--- config.mk ---
export PLATFORM = sky130hd
export DESIGN_NAME = mem_lsu
export DESIGN_NICKNAME = d
export VERILOG_FILES = /design/src/rtl/mem_lsu.sv
export SDC_FILE = /design/constraint.sdc
export NUM_CORES = 1
export LEC_CHECK = 0
export CELL_PAD_IN_SITES_DETAIL_PLACEMENT = 0
export CELL_PAD_IN_SITES_GLOBAL_PLACEMENT = 2
export CORE_ASPECT_RATIO = 1.75
export CORE_MARGIN = 2
export CORE_UTILIZATION = 29
export DETAILED_ROUTE_END_ITERATION = 6
export PLACE_DENSITY_LB_ADDON = 0.1
export SETUP_SLACK_MARGIN = 0.1
export SKIP_CTS_REPAIR_TIMING = 1
export SKIP_LAST_GASP = 1
export SYNTH_ARGS = -nofsm -noshare
export SYNTH_HDL_FRONTEND = slang
export SYNTH_SLANG_ARGS = --single-unit
export TNS_END_PERCENT = 5
--- constraint.sdc ---
create_clock -name clk -period 3.6 [get_ports clk]
set_input_delay 0.72 -clock clk [delete_from_list [all_inputs] [get_ports clk]]
set_output_delay 0.72 -clock clk [all_outputs]
set_load 0.01 [all_outputs]
--- src/rtl/mem_lsu.sv ---
// mem_lsu: load/store unit for the memory stage.
//
// Accepts one datapath request at a time, checks alignment and bounds,
// issues a row-aligned access with byte enables to a handshaked data
// memory, waits for the response (with a watchdog) and returns
// extended load data or an exception code.
//
// Handshake semantics (all channels): a transfer happens on a rising
// clock edge where valid and ready are both 1. Once a producer raises
// valid it holds valid and its payload stable until that edge.
// On the memory request channel mem_req_o plays "valid" and mem_gnt_i
// plays "ready".
//
// Ports:
//   clk, resetn              clock (rising edge), async active-low reset
//   req_valid_i/req_ready_o  datapath request handshake
//   req_addr_i, req_size_i   byte address, size (0=B,1=H,2=W,3=D)
//   req_unsigned_i, req_wr_i zero-extend loads, store select
//   req_wr_data_i            right-justified store data
//   mem_req_o/mem_gnt_i      memory request handshake
//   mem_addr_o, mem_wr_o     row address ([2:0]=0), write select
//   mem_be_o, mem_wr_data_o  byte enables, lane-shifted store data
//   mem_rvalid_i, mem_rdata_i, mem_err_i  memory response
//   resp_valid_o/resp_ready_i response handshake
//   resp_rd_data_o           extended load data (0 for stores/exceptions)
//   exc_valid_o, exc_code_o  exception flag and cause
//   dbg_state_o              current FSM state (0=IDLE 1=ISSUE 2=WAIT 3=RESP)
module mem_lsu #(
  parameter int          ADDR_W   = 64,
  parameter logic [63:0] MEM_BASE = 64'd0,
  parameter logic [63:0] MEM_SIZE = 64'd524288,
  parameter int          TIMEOUT  = 255
) (
  input  logic              clk,
  input  logic              resetn,
  input  logic              req_valid_i,
  output logic              req_ready_o,
  input  logic [ADDR_W-1:0] req_addr_i,
  input  logic [1:0]        req_size_i,
  input  logic              req_unsigned_i,
  input  logic              req_wr_i,
  input  logic [63:0]       req_wr_data_i,
  output logic              mem_req_o,
  input  logic              mem_gnt_i,
  output logic [ADDR_W-1:0] mem_addr_o,
  output logic              mem_wr_o,
  output logic [7:0]        mem_be_o,
  output logic [63:0]       mem_wr_data_o,
  input  logic              mem_rvalid_i,
  input  logic [63:0]       mem_rdata_i,
  input  logic              mem_err_i,
  output logic              resp_valid_o,
  input  logic              resp_ready_i,
  output logic [63:0]       resp_rd_data_o,
  output logic              exc_valid_o,
  output logic [4:0]        exc_code_o,
  output logic [1:0]        dbg_state_o
);

  typedef enum logic [1:0] {S_IDLE, S_ISSUE, S_WAIT, S_RESP} state_t;

  // Bounds arithmetic is one bit wider than the address so that a request
  // whose end wraps past the top of the address space is out of bounds.
  localparam int AXW = ADDR_W + 1;
  localparam logic [AXW-1:0] BASE_X  = AXW'(MEM_BASE);
  localparam logic [AXW-1:0] LIMIT_X = AXW'(MEM_BASE) + AXW'(MEM_SIZE);

  state_t            state_q, state_d;
  logic [ADDR_W-1:0] addr_q;
  logic [1:0]        size_q;
  logic              uns_q, wr_q, exc_q;
  logic [7:0]        be_q;
  logic [63:0]       wd_q, rd_q;
  logic [4:0]        code_q;
  logic [31:0]       cnt_q;

  // Request checks, evaluated combinationally on the incoming request.
  logic           misal, oob;
  logic [AXW-1:0] addr_x, size_x;
  logic [7:0]     mask;
  always_comb begin
    misal  = 1'b0;
    mask   = 8'h01;
    size_x = '0;
    case (req_size_i)
      2'd0: begin misal = 1'b0;               mask = 8'h01; end
      2'd1: begin misal = req_addr_i[0];      mask = 8'h03; end
      2'd2: begin misal = |req_addr_i[1:0];   mask = 8'h0F; end
      default: begin misal = |req_addr_i[2:0]; mask = 8'hFF; end
    endcase
    size_x[3:0] = 4'd1 << req_size_i;
    addr_x      = {1'b0, req_addr_i};
    oob         = (addr_x < BASE_X) || ((addr_x + size_x) > LIMIT_X);
  end

  // Load extraction from the captured row.
  logic [63:0] sh, ld;
  always_comb begin
    sh = mem_rdata_i >> {addr_q[2:0], 3'b000};
    ld = sh;
    case (size_q)
      2'd0: ld = uns_q ? {56'd0, sh[7:0]}  : {{56{sh[7]}},  sh[7:0]};
      2'd1: ld = uns_q ? {48'd0, sh[15:0]} : {{48{sh[15]}}, sh[15:0]};
      2'd2: ld = uns_q ? {32'd0, sh[31:0]} : {{32{sh[31]}}, sh[31:0]};
      default: ld = sh;
    endcase
  end

  // The watchdog fires on the last cycle of the TIMEOUT-cycle budget so
  // that ISSUE+WAIT occupy exactly TIMEOUT cycles.
  logic tmo_hit;
  assign tmo_hit = (TIMEOUT != 0) && (cnt_q >= 32'(TIMEOUT - 1));

  logic accept, take_rsp, tmo_fault;
  always_comb begin
    state_d   = state_q;
    accept    = 1'b0;
    take_rsp  = 1'b0;
    tmo_fault = 1'b0;
    case (state_q)
      S_IDLE: if (req_valid_i) begin
        accept  = 1'b1;
        state_d = (misal || oob) ? S_RESP : S_ISSUE;
      end
      S_ISSUE: begin
        if (mem_gnt_i) state_d = S_WAIT;
        else if (tmo_hit) begin
          state_d   = S_RESP;
          tmo_fault = 1'b1;
        end
      end
      S_WAIT: begin
        if (mem_rvalid_i) begin
          state_d  = S_RESP;
          take_rsp = 1'b1;
        end else if (tmo_hit) begin
          state_d   = S_RESP;
          tmo_fault = 1'b1;
        end
      end
      default: if (resp_ready_i) state_d = S_IDLE;
    endcase
  end

  always_ff @(posedge clk or negedge resetn) begin
    if (!resetn) state_q <= S_IDLE;
    else         state_q <= state_d;
  end

  always_ff @(posedge clk or negedge resetn) begin
    if (!resetn) begin
      addr_q <= '0;
      size_q <= '0;
      uns_q  <= 1'b0;
      wr_q   <= 1'b0;
      be_q   <= '0;
      wd_q   <= '0;
      rd_q   <= '0;
      exc_q  <= 1'b0;
      code_q <= '0;
      cnt_q  <= '0;
    end else begin
      if (accept) cnt_q <= '0;
      else if (state_q == S_ISSUE || state_q == S_WAIT) cnt_q <= cnt_q + 32'd1;

      if (accept) begin
        addr_q <= req_addr_i;
        size_q <= req_size_i;
        uns_q  <= req_unsigned_i;
        wr_q   <= req_wr_i;
        be_q   <= mask << req_addr_i[2:0];
        wd_q   <= req_wr_i ? (req_wr_data_i << {req_addr_i[2:0], 3'b000}) : 64'd0;
        rd_q   <= '0;
        exc_q  <= misal || oob;
        // Cause = {1, store, access_fault}: 4/6 misaligned, 5/7 fault.
        code_q <= (misal || oob) ? {2'b00, 1'b1, req_wr_i, ~misal} : 5'd0;
      end else if (take_rsp) begin
        if (mem_err_i) begin
          rd_q   <= '0;
          exc_q  <= 1'b1;
          code_q <= {2'b00, 1'b1, wr_q, 1'b1};
        end else begin
          rd_q <= wr_q ? 64'd0 : ld;
        end
      end else if (tmo_fault) begin
        rd_q   <= '0;
        exc_q  <= 1'b1;
        code_q <= {2'b00, 1'b1, wr_q, 1'b1};
      end
    end
  end

  // Outputs decoded from state plus registered fields; zero outside
  // their owning state so reset values fall out of state_q == S_IDLE.
  logic in_issue, in_resp;
  assign in_issue       = (state_q == S_ISSUE);
  assign in_resp        = (state_q == S_RESP);
  assign req_ready_o    = (state_q == S_IDLE);
  assign mem_req_o      = in_issue;
  assign mem_addr_o     = in_issue ? {addr_q[ADDR_W-1:3], 3'b000} : '0;
  assign mem_wr_o       = in_issue & wr_q;
  assign mem_be_o       = in_issue ? be_q : 8'd0;
  assign mem_wr_data_o  = in_issue ? wd_q : 64'd0;
  assign resp_valid_o   = in_resp;
  assign resp_rd_data_o = in_resp ? rd_q : 64'd0;
  assign exc_valid_o    = in_resp & exc_q;
  assign exc_code_o     = in_resp ? code_q : 5'd0;
  assign dbg_state_o    = state_q;

endmodule

======== Word level (Yosys, flattened, before mapping) ========
Index checks and enable logic that the tools add are counted.
cells by class
  magnitude comparators ................... 2
  shift-type cells ........................ 4
  add/sub/neg operators ................... 2
  multiplexer cells ....................... 43
  bitwise logic cells ..................... 3
  equal/unequal tests ..................... 9
  reduce and logical (&&, ||, !) cells .... 12
operators with widths
  operator                 number
  $mux W64                 12
  $pmux W64 S3             1
  $add A64 B4 Y65          1
  $gt A65 B20 Y1 const B   1
  $mux W32                 2
  $shl A64 B6 Y64          1
  $shr A64 B6 Y64          1
  $add A32 B1 Y32 const B  1
  $ge A32 B8 Y1 const B    1
  $mux W5                  5
  $pmux W8 S3              1
  $mux W2                  6
  $mux W1                  11
  $eq A2 B2 Y1 const B     4
  $mux W8                  1
  $shl A8 B3 Y8            1
  $eq A2 B1 Y1 const B     3
  $logic_not A2 Y1         3
  $pmux W2 S3              1
  $reduce_and A2 Y1        2
  $reduce_bool A4 Y1       1
  $shl A1 B2 Y4 const A    1
  $mux W3                  1
  $ne A3 B3 Y1 const B     1
  10 further kinds         12
storage, ports and cells
  output and inout port bits .............. 212
  register bits ........................... 244
  bits of input ports ..................... 203

======== Longest topological paths before layout ========
  word-level depth ........................ 7
  mapped depth ............................ 14

======== Worst setup path before layout ========
No wires, ideal clock.
  kind .................................... input to register
  start ................................... input req_addr_i[1]
  end ..................................... register state_q[1] (netlist: dbg_state_o[1])
  buffers on the path ..................... 2
  arrival time ............................ 3.869 ns
  stages .................................. 13
  library setup time ...................... 0.121 ns
  path slack .............................. -0.390 ns
  cell sequence ........................... clkbuf_1 inv_1 clkbuf_1 fa_1 nand2b_1 a211oi_2 nand4_1 nor4_1 xnor2_1 nand4b_1 nor4_1 nand4_1 a41o_1
between the ends
  longest elaborated chain between the ends .. 6
  elaborated cells between the ends (all ways) .. 9
  those cells by class .................... add/sub: 1; order compare: 1; mux: 4; reduce/logical: 3
ends and longest elaborated chain
  what                                                  line    RTL
  start: declaration                                    38      input logic [ADDR_W-1:0] req_addr_i,
  $add A64 B4 Y65, or another cell as far along         93      oob = (addr_x < BASE_X) || ((addr_x + size_x) > LIMIT_X);
  $gt A65 B20 Y1 / $pmux W1 S3 (equally long branches)  93, 85
  $logic_or A1 B1 Y1 *                                  123     state_d = (misal || oob) ? S_RESP : S_ISSUE;
  $mux W2 *                                             123
  $mux W2 *                                             121     S_IDLE: if (req_valid_i) begin
  $pmux W2 S3 *                                         120     case (state_q)
  end signal: assignment                                147     else state_q <= state_d;
  end: declaration                                      68      state_t state_q, state_d;
Mark *: on every way between the ends. The rest lies on a longest branch, timed or not. The select of a mux whose other input is x is not followed.
A chain may end at the register's enable or synchronous reset.

======== Worst setup path in the final report ========
  start ................................... input req_addr_i[32]
  end ..................................... register code_q[2]
between the ends
  longest elaborated chain between the ends .. 5
ends and longest elaborated chain
  what                    line  RTL
  $add A64 B4 Y65         93
  $gt A65 B20 Y1          93
  $logic_or A1 B1 Y1      176   code_q <= (misal || oob) ? {2'b00, 1'b1, req_wr_i, ~misal} : 5'd0;
  $mux W3                 176
  $mux W5                 166   if (accept) begin
  end signal: assignment  176
  end signal: assignment  181   code_q <= {2'b00, 1'b1, wr_q, 1'b1};
  end signal: assignment  188   code_q <= {2'b00, 1'b1, wr_q, 1'b1};
  end: declaration        74    logic [4:0] code_q;
Every way passes these cells.

==> metrics list <==
- The flow ran to the end, but the final reports show violations.
- The checks that failed: DRC.
* Hpwl dp: about 53000 µm
- Net total in the final layout: 2611
* Endpoint arrival time on the critical path: around 3800 ps
- Horizontal die dimension: roughly 180 µm
* Final Power: 13.33 mW
- Area leader, netlist: sky130_fd_sc_hd__dfrtp_1
* Total Routed Length: a little under 70000 µm
- The number of cells on the worst reg-to-reg path is 10.
- In the routed layout, each cell is associated on average with a via count of 5.146.
- The die covers around 57000 µm².
* First drt pass iteration count: 7
- Entering global routing, the biggest net connects 70 pins.
- The worst setup path is of the input port to flip-flop kind.
- After detailed routing, the number of remaining DRC violations is 1.
- The die is 314.1 µm tall.
- CTS built an H-tree with a depth of 1.
- The initialized floorplan defines 113 standard-cell rows.
- Highest-delay cell along the critical path: sky130_fd_sc_hd__clkdlybuf4s50_1
* Timing-limited maximum frequency: 298.0 MHz
- In the post-synthesis netlist, the biggest area contributors are sky130_fd_sc_hd__dfrtp_1 38%, sky130_fd_sc_hd__nand2_1 8.4%, sky130_fd_sc_hd__and2_1 8.0%.
* Critical path peak fanout: 4
* CTS clk-pin slew, worst paths: 70 ps
- The mapped netlist covers 15930 µm².
- The first global-routing pass estimated around 100000 µm of wire.
- Endpoint type of the worst setup path: flip-flop
- STA classifies the critical path startpoint as an input port.
* Synth Area per Inst: 8.324 µm²
- Final estimated routing congestion in global placement: 0.8810
- Part of the total power dissipated in the clock network: 22.4%
* Fin Setup TNS: 0 ps
- Sequential fraction of the synthesis area: a little under two fifths
* Number of endpoints failing setup at the final stage: 0
- Data required, critical path: ~4100 ps
- After the first detailed-routing iteration, the DRC count stood at 915.
- Register area: 6033 µm²
- The highest metal layer carrying signal wires in the routed design is met5.
- Met2 WL: 36160 µm
- Slew at the pin closest to its max-slew limit: 887.9 ps
- Setup repair after global routing left no endpoint under its margin.
* Maximum single-stage delay on the critical path: 530 ps
* Count of filler cells inserted in the layout: 5618
- Including well taps, the total number of placed cells is a little over 3k.
- Type of the worst min-delay path: input port to asynchronous set/reset pin
- Buffers placed on the I/O ports in this run total 409.
- Power spread over the standard cell area amounts to 581.3 nW/µm².
- CP Cell Sequence: clkdlybuf4s50_1 > nand4_4 > or3_4 > or3_4 > nor2_4 > a2bb2oi_1 > or4b_4 > nor4_4 > buf_4 > nand4_1 > o22a_1
* Total area of multi-input combinational cells: 9423 µm²
* Worst path setup slack after routing: 244.4 ps
- The post-route netlist has between 10% and 20% of its cells at a drive strength greater than 1.
* Clock sink count: 241
* Layout Utilization: 42.25%
- Worst-case headroom to the max-slew limit: 40.35%
- The top cell type by area accounts for between 30% and 40% of the synthesized area.
* Number of nets with antenna violations after routing: 0
- After synthesis, the share of flip-flops with an asynchronous set or reset is 100.0%.
- In this run the clock root is driven by a sky130_fd_sc_hd__clkbuf_16.
- Met3 routed WL: 3600 µm
- Top delay family on crit path: simple AND/OR/NAND/NOR gates
- Post-layout min period: around 3400 ps
- Ys Warns: 0
- Total routed wire length on the met1 layer: 27090 µm
- I/O pin cnt: 415
* Post-Place Cell Area: 21870 µm²
* Commonest register cell after synthesis: sky130_fd_sc_hd__dfrtp_1
- The commonest cells after synthesis are 357 x sky130_fd_sc_hd__nand2_1, 241 x sky130_fd_sc_hd__dfrtp_1, 205 x sky130_fd_sc_hd__and2_1.
- Of the total power, the share spent switching nets is 40.31%.
- Count of mapped cells out of synthesis: between 1.5k and 2k
* Standard cell core area: between 50000 and 60000 µm²
- After layout, the worst path uses just over 90% of the clock period.
* Wire length per cell: around 22 µm
- The number of pins exceeding their max-slew limit in the final report came to 0.
- The later pin in the worst-skew pair is clocked with a latency of 570 ps.
- Synthesis instantiated 79 different standard cells from the library.
* Setup slack after placement: -1024 ps
- Cell internal power was estimated by the tool at 7.959 mW.
- TritonCTS built the clock tree.
- The tool flagged a number of max-cap violations equal to 0.
- After the flow finishes, the layout carries non-filler instances totaling ~3.1k.
* Cell type with the highest occurrence count on the critical path: sky130_fd_sc_hd__or3_4
* Final std cell area, no fill: 22940 µm²
- Net switching power: 5.376 mW
* Setup Skew: 18.56 ps
- Initial core utilization: between 20% and 30%
- From synthesis to final layout, the design area changed by 43.98%.
- Proportion of power drawn by combinational gates: a little under half
* Most common cell in the netlist: sky130_fd_sc_hd__nand2_1
- No sink is reached through more buffers than the 3 on the longest clock path.
- Number of antenna violations at the first check in global routing: 3
- For this run, the total global-route usage over all layers was measured as 23.82%.
- Part of the power in registers: 32.0%
- Total grt overflow: 0
- Yosys mapped a number of flops with a built-in enable equal to 0.
* Hold Slack: 89.53 ps
* Via count of the first global-routing pass: 16.72k
- Synthesis-stage register bit count: 241
- The critical path contains buffers and inverters numbering 2 combined.
- Count of vias placed by the detailed router: 15.99k
- Peak supply drop: 0.0003944 V
- Instance count on the critical path: 11
* Leak pwr: between 9 and 10 nW
* Inserted Clock Buffers: 27
* Final number of hold-violating endpoints: 0
## placed cells by master, fill, tap and decap left out, types with 27 or more instances in the layout
| cell | n |
|---|---|
| sky130_fd_sc_hd__mux2i_1 | 88 |
| sky130_fd_sc_hd__nand4_1 | 40 |
| sky130_fd_sc_hd__dfrtp_1 | 239 |
| sky130_fd_sc_hd__nor2_1 | 114 |
| sky130_fd_sc_hd__and2_1 | 204 |
| sky130_fd_sc_hd__mux2_2 | 37 |
| sky130_fd_sc_hd__a21oi_1 | 71 |
| sky130_fd_sc_hd__nand2_1 | 356 |
| sky130_fd_sc_hd__clkdlybuf4s50_1 | 402 |
| sky130_fd_sc_hd__buf_4 | 177 |
| sky130_fd_sc_hd__clkbuf_16 | 27 |
| sky130_fd_sc_hd__a211oi_1 | 33 |
| sky130_fd_sc_hd__a22o_1 | 55 |
| sky130_fd_sc_hd__o21ai_0 | 149 |
| sky130_fd_sc_hd__nor3_1 | 31 |
| sky130_fd_sc_hd__nand3_1 | 33 |
## area by class of cell
type	count	area share (%)
timing repair buffer	595	24.39
antenna	2	0.02182
multi-input combinational	1507	41.08
clock buffer	33	3.175
clock inverter	15	0.8564
inverter	25	0.4091
tap	690	3.764
sequential	241	26.30
## cell families after synthesis
logic type               after synthesis  share of synthesized area [%]
other                                  1                        0.02354
XOR/XNOR                              46                          2.529
adder cells (fa/ha/maj)               11                         0.9110
AND/OR/NAND/NOR                      907                          28.60
AO/OA/AOI/OAI                        404                          16.42
buffers and inverters                170                          4.241
multiplexers                         134                          9.416
flip-flops                           241                          37.85
## sequential cells by signal, summed over array words and instances (netlist names)
signal,count
cnt_q,32
size_q,2
code_q,3
be_q,8
dbg_state_o,2
addr_q,64
rd_q,64
uns_q,1
wr_q,1
wd_q,64
## power groups by stage
stage	Clock, mW	Combinational (mW)	Sequential, mW
floorplan	0	3.53	4.01
global placement	0	6.11	4.29
detailed placement	0	6.15	4.30
CTS	3.10	6.17	4.27
global route	3.20	6.67	4.40
finish	2.99	6.08	4.27
## per-layer routing
| layer | track usage (%) | vias to the layer above |
|---|---|---|
| met4 | 8.259 | 2 |
| met3 | 3.910 | 82 |
| met1 | 27.29 | 7709 |
| met2 | 44.42 | 528 |
| met5 | 0 | - |
| li1 | - | 7672 |
## final timing paths
| check | from | endpoint | slack, ps |
|---|---|---|---|
| worst min register to register | addr_q[32] | addr_q[32] | 470 |
| worst min-delay path | resetn | cnt_q[7] | 90 |
| worst max register to register | dbg_state_o[1] | cnt_q[31] | 440 |
| max in group asynchronous | resetn | rd_q[37] | 2580 |
| worst max-delay path | req_addr_i[32] | code_q[2] | 240 |
| min in group clk | addr_q[32] | addr_q[32] | 470 |
(Power assumes the default switching activity.)
